<file path="src/rtl/inst_fetch_axi_bridge_pkg.sv">
// inst_fetch_axi_bridge_pkg: AXI4-Lite response codes, protection value and fetch FSM encoding
package inst_fetch_axi_bridge_pkg;
   localparam logic [1:0] RESP_OKAY   = 2'b00;
   localparam logic [1:0] RESP_EXOKAY = 2'b01;
   localparam logic [1:0] RESP_SLVERR = 2'b10;
   localparam logic [1:0] RESP_DECERR = 2'b11;
   localparam logic [2:0] ARPROT_INST = 3'b100;
   typedef enum logic [1:0] {
      ST_IDLE = 2'd0,
      ST_AR   = 2'd1,
      ST_R    = 2'd2,
      ST_DONE = 2'd3
   } state_t;
endpackage

</file>
<file path="src/rtl/inst_fetch_axi_bridge.sv">
// inst_fetch_axi_bridge: single-outstanding AXI4-Lite read master feeding the core instruction port
module inst_fetch_axi_bridge
   import inst_fetch_axi_bridge_pkg::*;
#(
   parameter int ADDR_WIDTH = 32,
   parameter int DATA_WIDTH = 32,
   parameter logic [2:0] ARPROT_VAL = ARPROT_INST
) (
   input  logic                  clk,
   input  logic                  rst,
   input  logic                  req_i,
   input  logic [ADDR_WIDTH-1:0] addr_i,
   output logic [DATA_WIDTH-1:0] rdata_o,
   output logic                  rvalid_o,
   output logic                  err_o,
   output logic                  stall_o,
   output logic [ADDR_WIDTH-1:0] m_araddr,
   output logic [2:0]            m_arprot,
   output logic                  m_arvalid,
   input  logic                  m_arready,
   input  logic [DATA_WIDTH-1:0] m_rdata,
   input  logic [1:0]            m_rresp,
   input  logic                  m_rvalid,
   output logic                  m_rready
);
   state_t                  state;
   logic [ADDR_WIDTH-1:0]   addr_q;
   logic [DATA_WIDTH-1:0]   data_q;
   logic                    err_q;
   logic                    hit;

   // A result is only delivered when the core still asks for the address that was fetched;
   // otherwise (redirect or dropped request) it is silently discarded and the core stays stalled.
   assign hit      = (state == ST_DONE) && (addr_i == addr_q);
   assign stall_o  = req_i & ~hit;
   assign rvalid_o = req_i & hit;
   assign err_o    = rvalid_o & err_q;
   assign rdata_o  = (rvalid_o && !err_q) ? data_q : '0;
   assign m_araddr = addr_q;
   assign m_arprot = ARPROT_VAL;

   // Fetch FSM: latch PC, run AR then R handshakes, present the result for one cycle
   always_ff @(posedge clk or negedge rst) begin
      if (!rst) begin
         state     <= ST_IDLE;
         addr_q    <= '0;
         data_q    <= '0;
         err_q     <= 1'b0;
         m_arvalid <= 1'b0;
         m_rready  <= 1'b0;
      end else begin
         case (state)
            ST_IDLE: if (req_i) begin
               addr_q    <= addr_i;
               m_arvalid <= 1'b1;
               state     <= ST_AR;
            end
            ST_AR: if (m_arready) begin
               m_arvalid <= 1'b0;
               m_rready  <= 1'b1;
               state     <= ST_R;
            end
            ST_R: if (m_rvalid) begin
               data_q   <= m_rdata;
               err_q    <= m_rresp != RESP_OKAY;
               m_rready <= 1'b0;
               state    <= ST_DONE;
            end
            default: state <= ST_IDLE;
         endcase
      end
   end
endmodule

</file>
<file path="config.mk">
export PLATFORM = sky130hd
export DESIGN_NAME = inst_fetch_axi_bridge
export DESIGN_NICKNAME = d
export VERILOG_FILES = /design/src/rtl/inst_fetch_axi_bridge_pkg.sv /design/src/rtl/inst_fetch_axi_bridge.sv
export SDC_FILE = /design/constraint.sdc
export NUM_CORES = 1
export LEC_CHECK = 0
export CAP_MARGIN = 0
export CORE_MARGIN = 2
export CORE_UTILIZATION = 45
export DETAILED_ROUTE_END_ITERATION = 10
export PLACE_DENSITY = 0.82
export SKIP_CTS_REPAIR_TIMING = 1
export SKIP_LAST_GASP = 1
export SLEW_MARGIN = 40
export SYNTH_ARGS = -nofsm -noshare
export SYNTH_HDL_FRONTEND = slang
export SYNTH_SLANG_ARGS = --single-unit
</file>
<file path="constraint.sdc">
create_clock -name clk -period 3.3 [get_ports clk]
set_clock_uncertainty 0.2 [all_clocks]
set_input_delay 0.825 -clock clk [delete_from_list [all_inputs] [get_ports clk]]
set_output_delay 0.825 -clock clk [all_outputs]
set_load 0.02 [all_outputs]
</file>
==> out/results.txt, run 1 <==
Lkg Pwr = 2.62 nW
Die height = 95.6 um
Worst hold-check path type = reg -> reg
GRT Overall Usage = 0.211
Post-synth top area share = 0.458
Number of remaining DRC errors = 0
EDFF count, synth = 0
Netlist Area Pre-Place = 0.00377 mm^2
Yosys warning total = 0
Endpoints failing setup = 35
Total gr overflow = 0
Startpoint types = input port
Most used flip-flop cell after synthesis = sky130_fd_sc_hd__dfrtp_1
TritonCTS clock tree = yes
Final Instance Count excl. Fillers = 576
Largest net degree at the start of global routing = 42
Synth unique cells = 29
Post-synthesis compound-gate area fraction = 0.0262
Maximum capacitance violations = 0
Via-per-instance ratio = 5.34
Violations in the final reports = negative setup slack
Count of filler cells inserted in the layout = 580
Data arrival, critical path = 2.48 ns
Worst Path Required = 2.27 ns
Capture instance of the worst register-to-register path = data_q[25]
Starting density of the core = 0.461
DR WL/cell = 18.2 um
# IOs = 143
Most area-consuming cells after synthesis = sky130_fd_sc_hd__dfrtp_1, sky130_fd_sc_hd__mux2_2, sky130_fd_sc_hd__nor4_2
Global-route wire length before repair = 14,700 um
Setup slack of the critical path after layout = -0.205 ns
Clock Latency Late Sink = 0.33 ns
Synth Area in XOR/XNOR = 0.0673
CP Max Fanout = 18
CTS H-tree depth = 3
Number of hold violations in the final report = 0
Element type at the critical path end = primary output
Maximum buffer depth of the clock tree = 2
Final Max Tran Viols = 0
Final critical path time including I/O delays and setup = 3.50 ns
R2r setup slk = 1.25 ns
Share of async-settable or async-resettable flops after synthesis = 1.00
Status = finished, violations left
Worst R2R Path Depth = 5
Nets@finish = 542
Worst slew margin relative to its limit = 0.541
Number of port buffers = 139
Cell count after placement = 550
Initial antenna violation count = 0
Worst hold margin = 0.310 ns
Setup repair after global routing missed its margin = true
Post-layout instance area = 0.00587 mm^2
Total Die Area = 0.00913 mm^2
Max frequency = 0.285 GHz
Die Width = 95.6 um
Count of vias placed by the detailed router = 3,076
Hpwl dp = 6670 um
Worst hold path endpoint = data_q[3]
Starting DRC count in detailed routing = 113
Area growth from synthesis to layout = 55.7%
Dominant combinational cell family by area after synthesis = simple AND/OR/NAND/NOR gates
Startpoint-to-endpoint class of the critical path = in -> out
Number of CTS-inserted buffers = 9
Fraction of the yosys area taken by sequential cells = 0.458
Simple-gate area share of the yosys netlist = 0.201
Number of global-route vias before repair = 3,011
Mux contribution to synthesized area = 0.188
Std-Cell Core Area = 0.00818 mm^2
Reg-to-reg startpoint = state[0]
TritonCTS sink count = 69
Detailed-routing iteration count for the pre-antenna-repair pass = 4
WL final = 10,500 um
Standard-cell rows = 33
Flops & latches, synth = 69
Number of cells on the worst hold path = 1
Clock-pin slew on the worst setup and hold paths = 0.07 ns
Cell chosen for the clock root = sky130_fd_sc_hd__clkbuf_8
Remaining antenna violation count after routing = 0
Layout cells sized above 1 = 0.437
Worst slew pin tran = 0.689 ns
Total Negative Setup Slacks = -4.39 ns
Synthesized netlist cell count = 302
Minimum setup slack after placement = -0.951 ns
Maximum resistive drop on vdd = 0.593 mV
Area leader, netlist = sky130_fd_sc_hd__dfrtp_1
Diodes inserted = 0
Per-instance average area after synthesis = 12.5 um^2
Part of the cycle the worst path needs = 1.06
Total placed instance area = 0.00546 mm^2
Final GP Congestion = 0.741
Area share of fa/ha/maj cells after synthesis = 0.0133
Startpoint of the worst hold path = data_q[3]
Power density relative to cell area = 751 mW/mm^2
## flip-flops by register name, indices dropped and copies added (netlist names)
name       flops
m_rready       1
state          2
err_q          1
data_q        32
m_araddr      32
m_arvalid      1
## critical path: stages
cell and delay [ns]:
sky130_fd_sc_hd__buf_6 0.10, sky130_fd_sc_hd__xor2_1 0.16, sky130_fd_sc_hd__nor4_1 0.27, sky130_fd_sc_hd__buf_4 0.17, sky130_fd_sc_hd__nand4_4 0.18, sky130_fd_sc_hd__buf_12 0.23
sky130_fd_sc_hd__o31a_2 0.33, sky130_fd_sc_hd__dlymetal6s2s_1 0.21
## through the flow
step | total power [W] | util
after floorplan | 0.00277 | -
after global placement | 0.00362 | 0.668
after detailed placement | 0.00370 | 0.668
after CTS | 0.00431 | 0.687
after global routing | 0.00466 | 0.719
final | 0.00441 | 0.719
## layer usage
| metal | global-route usage | up-vias | share of wire | routed length (um) |
|---|---|---|---|---|
| met5 | 0 | - | 0 | 0 |
| met4 | 0.0845 | 0 | 0.012 | 127 |
| met3 | 0.0798 | 10 | 0.084 | 886 |
| met2 | 0.340 | 113 | 0.50 | 5240 |
| met1 | 0.255 | 1540 | 0.41 | 4260 |
| li1 | - | 1413 | - | - |
## cells in the final DEF (no fill, tap or decap), drive strengths merged
cell type / synthesis / layout
nand4b: 1 / 1
a21oi: 1 / 1
nor4: 40 / 40
o21bai: 1 / 1
ha: 4 / 4
dlymetal6s2s: 0 / 24
nor2: 2 / 2
conb: 2 / 3
inv: 8 / 8
nor3: 1 / 1
a221oi: 1 / 1
mux2: 62 / 62
nand4: 1 / 1
o31a: 1 / 1
clkbuf: 11 / 23
a22o: 1 / 1
nor2b: 1 / 1
o21ai: 8 / 8
clkdlybuf4s50: 0 / 71
dfrtp: 69 / 69
buf: 14 / 74
clkinvlp: 0 / 1
mux2i: 1 / 1
a222oi: 1 / 1
nand3b: 32 / 32
xor2: 29 / 29
nand3: 1 / 1
nand2: 8 / 8
o22a: 1 / 1
## how the worst max path moves through the flow
| stage | start | endpoint | cells after the start |
|---|---|---|---|
| after floorplan | addr_i[24] | err_o | 4 |
| after global placement | addr_i[25] | err_o | 8 |
| after detailed placement | addr_i[25] | err_o | 8 |
| after CTS | addr_i[24] | err_o | 7 |
| after global routing | addr_i[25] | stall_o | 8 |
| final | addr_i[25] | stall_o | 8 |
## area by class of cell
| type | instances | area (um^2) | area share |
|---|---|---|---|
| inverters | 8 | 30.0 | 0.00511 |
| well taps | 105 | 131 | 0.0224 |
| clock buffers | 14 | 153 | 0.0260 |
| flip-flops and latches | 69 | 1730 | 0.294 |
| repair buffers | 178 | 1780 | 0.304 |
| multi-input cells | 201 | 2040 | 0.348 |
| clock inverters | 1 | 7.51 | 0.00128 |
## logic make-up (layout without fill, tap and decap cells)
kind of cell    after synthesis  count (layout)
simple gates                 87              87
xor+xnor                     29              29
mux                          63              63
flops                        69              69
fa+ha+maj                     4               4
compound gates               15              15
buf+inv                      33             201
other cells                   2               3
## synth_stat cells (all sizes together), types with 4 or more instances
master and n:
nand3b 32, nor4 40, mux2 62, dfrtp 69, nand2 8, clkbuf 11, ha 4, o21ai 8
buf 14, inv 8, xor2 29
## where the power goes
part	switching (W)	internal, W
combinational	0.000977	0.00121
clock	0.000305	0.000291
sequential	0.000350	0.00128
Note: power is estimated with default switching activity, not from simulation.
==> run 2, diff against run 1 <==
Settings changed: ABC_CLOCK_PERIOD_IN_PS from default to 3300, RECOVER_POWER from default to 100.
==> out/results.txt, run 2 (synthesis results as in run 1) <==
Clock Latency Late Sink = 0.33 ns (about the same)
Count of vias placed by the detailed router = 3,072 (was 3,076)
Nets@finish = 542 (unchanged)
Global-route wire length before repair = 14,700 um (unchanged)
Die Width = 95.6 um (unchanged)
Endpoints failing setup = 35 (unchanged)
Total power draw = 0.00431 W (was 0.00441 W)
Count of filler cells inserted in the layout = 585 (was 580)
Final Max Tran Viols = 30 (was 0)
CTS H-tree depth = 3 (unchanged)
Commonest cells after routing, fill and taps aside = sky130_fd_sc_hd__dfrtp_1, sky130_fd_sc_hd__mux2_2, sky130_fd_sc_hd__buf_4, sky130_fd_sc_hd__dlygate4sd3_1, sky130_fd_sc_hd__clkdlybuf4s50_1 (was sky130_fd_sc_hd__clkdlybuf4s50_1, sky130_fd_sc_hd__dfrtp_1, sky130_fd_sc_hd__mux2_2, sky130_fd_sc_hd__buf_4)
Violations in the final reports = max-capacitance violations, max-slew violations, negative setup slack (was negative setup slack)
Total placed instance area = 0.00546 mm^2 (unchanged)
Area growth from synthesis to layout = 54.7% (was 55.7%)
R2r setup slk = 0.88 ns (was 1.25 ns)
Worst R2R Path Depth = 5 (unchanged)
Capture instance of the worst register-to-register path = data_q[25] (unchanged)
Starting DRC count in detailed routing = 104 (was 113)
Detailed-routing iteration count for the pre-antenna-repair pass = 4 (unchanged)
Cell count after placement = 550 (unchanged)
TritonCTS clock tree = yes (unchanged)
Remaining antenna violation count after routing = 0 (unchanged)
Hpwl dp = 6670 um (unchanged)
Total gr overflow = 0 (unchanged)
Worst Path Required = 2.27 ns (about the same)
Worst slew margin relative to its limit = -0.0298 (was 0.541)
Startpoint of the worst hold path = data_q[3] (unchanged)
Diodes inserted = 0 (unchanged)
Starting density of the core = 0.461 (unchanged)
Most common cell after layout, fill and taps aside = sky130_fd_sc_hd__dfrtp_1 (was sky130_fd_sc_hd__clkdlybuf4s50_1)
TritonCTS sink count = 69 (unchanged)
Number of remaining DRC errors = 0 (unchanged)
Layout cells sized above 1 = 0.433 (was 0.437)
Status = finished, violations left (unchanged)
Post-layout instance area = 0.00584 mm^2 (was 0.00587 mm^2)
Largest net degree at the start of global routing = 42 (unchanged)
Lkg Pwr = 2.62 nW (about the same)
Startpoint types = input port (unchanged)
Maximum capacitance violations = 1 (was 0)
Setup repair after global routing missed its margin = true (unchanged)
# IOs = 143 (unchanged)
Worst hold path endpoint = data_q[3] (unchanged)
CP Max Fanout = 18 (unchanged)
Crit-path slowest cell = sky130_fd_sc_hd__o31a_2 (unchanged)
Final critical path time including I/O delays and setup = 3.50 ns (about the same)
Total Negative Setup Slacks = -4.37 ns (was -4.39 ns)
Number of CTS-inserted buffers = 9 (unchanged)
Worst slew pin tran = 1.54 ns (was 0.689 ns)
Die height = 95.6 um (unchanged)
Element type at the critical path end = primary output (unchanged)
Worst hold-check path type = reg -> reg (unchanged)
Via-per-instance ratio = 5.33 (was 5.34)
Cell-by-cell trace of the critical path = buf_6, xor2_1, nor4_1, buf_4, nand4_4, buf_12, o31a_2, dlymetal6s2s_1 (unchanged)
Part of the cycle the worst path needs = 1.06 (about the same)
Data arrival, critical path = 2.48 ns (about the same)
Startpoint-to-endpoint class of the critical path = in -> out (unchanged)
DR WL/cell = 18.2 um (about the same)
Clock-pin slew on the worst setup and hold paths = 0.07 ns (about the same)
Setup slack of the critical path after layout = -0.205 ns (about the same)
Reg-to-reg startpoint = state[0] (unchanged)
Number of port buffers = 139 (unchanged)
Final GP Congestion = 0.741 (unchanged)
Cell chosen for the clock root = sky130_fd_sc_hd__clkbuf_8 (unchanged)
Initial antenna violation count = 0 (unchanged)
Maximum buffer depth of the clock tree = 2 (unchanged)
Largest stage delay, worst path = 0.33 ns (about the same)
Power density relative to cell area = 738 mW/mm^2 (was 751 mW/mm^2)
Std-Cell Core Area = 0.00818 mm^2 (unchanged)
Total Die Area = 0.00913 mm^2 (unchanged)
Standard-cell rows = 33 (unchanged)
GRT Overall Usage = 0.211 (unchanged)
Maximum resistive drop on vdd = 0.565 mV (was 0.593 mV)
WL final = 10,500 um (about the same)
Final Instance Count excl. Fillers = 576 (unchanged)
Number of hold violations in the final report = 0 (unchanged)
Max frequency = 0.285 GHz (about the same)
Number of cells on the worst hold path = 1 (unchanged)
Number of global-route vias before repair = 3,011 (unchanged)
-- run 2: layout make-up --
class	instances	area, um^2	area share
Inverter	8	30.0	0.00514
Timing Repair Buffer	178	1750	0.299
Sequential cell	69	1730	0.296
Multi-Input combinational cell	201	2040	0.350
Clock inverter	1	7.51	0.00129
Tap cell	105	131	0.0225
Clock buffer	14	153	0.0262
-- run 2: worst max-delay path by stage --
| stage | end | slack [ns] | startpoint |
|---|---|---|---|
| floorplan | err_o | -0.02 | addr_i[24] |
| global placement | err_o | -0.95 | addr_i[25] |
| detailed placement | err_o | -0.95 | addr_i[25] |
| CTS | err_o | -1.01 | addr_i[24] |
| global route | stall_o | -0.30 | addr_i[25] |
| finish | stall_o | -0.20 | addr_i[25] |
-- run 2: power by group --
part           switching (W)  total, W  leakage, nW  internal, W
sequential          0.000344   0.00163        0.814      0.00128
clock               0.000304  0.000595       0.0768     0.000291
combinational       0.000971   0.00209         1.73      0.00111
-- run 2: critical path: cells and delay by family --
family	cells	cell delay, ns
buffers and inverters	4	0.71
AOI/OAI and AO/OA	1	0.33
and+or+nand+nor	2	0.45
xor gates and xnor gates	1	0.16
-- run 2: stage by stage --
stage	hold WS (ns)	setup WS [ns]	utilization
floorplan	0.280	-0.0241	-
global placement	0.286	-0.949	0.668
detailed placement	0.294	-0.951	0.668
CTS	0.311	-1.01	0.687
global route	0.318	-0.299	0.714
finish	0.309	-0.205	0.714
-- run 2: metal layers --
metal  global-route usage  wire (um)  vias to the layer above
li1                     -          -                     1413
met1                0.255       4250                     1531
met2                0.340       5240                      118
met3               0.0798        893                       10
met4               0.0845        127                        0
met5                    0          0                        -
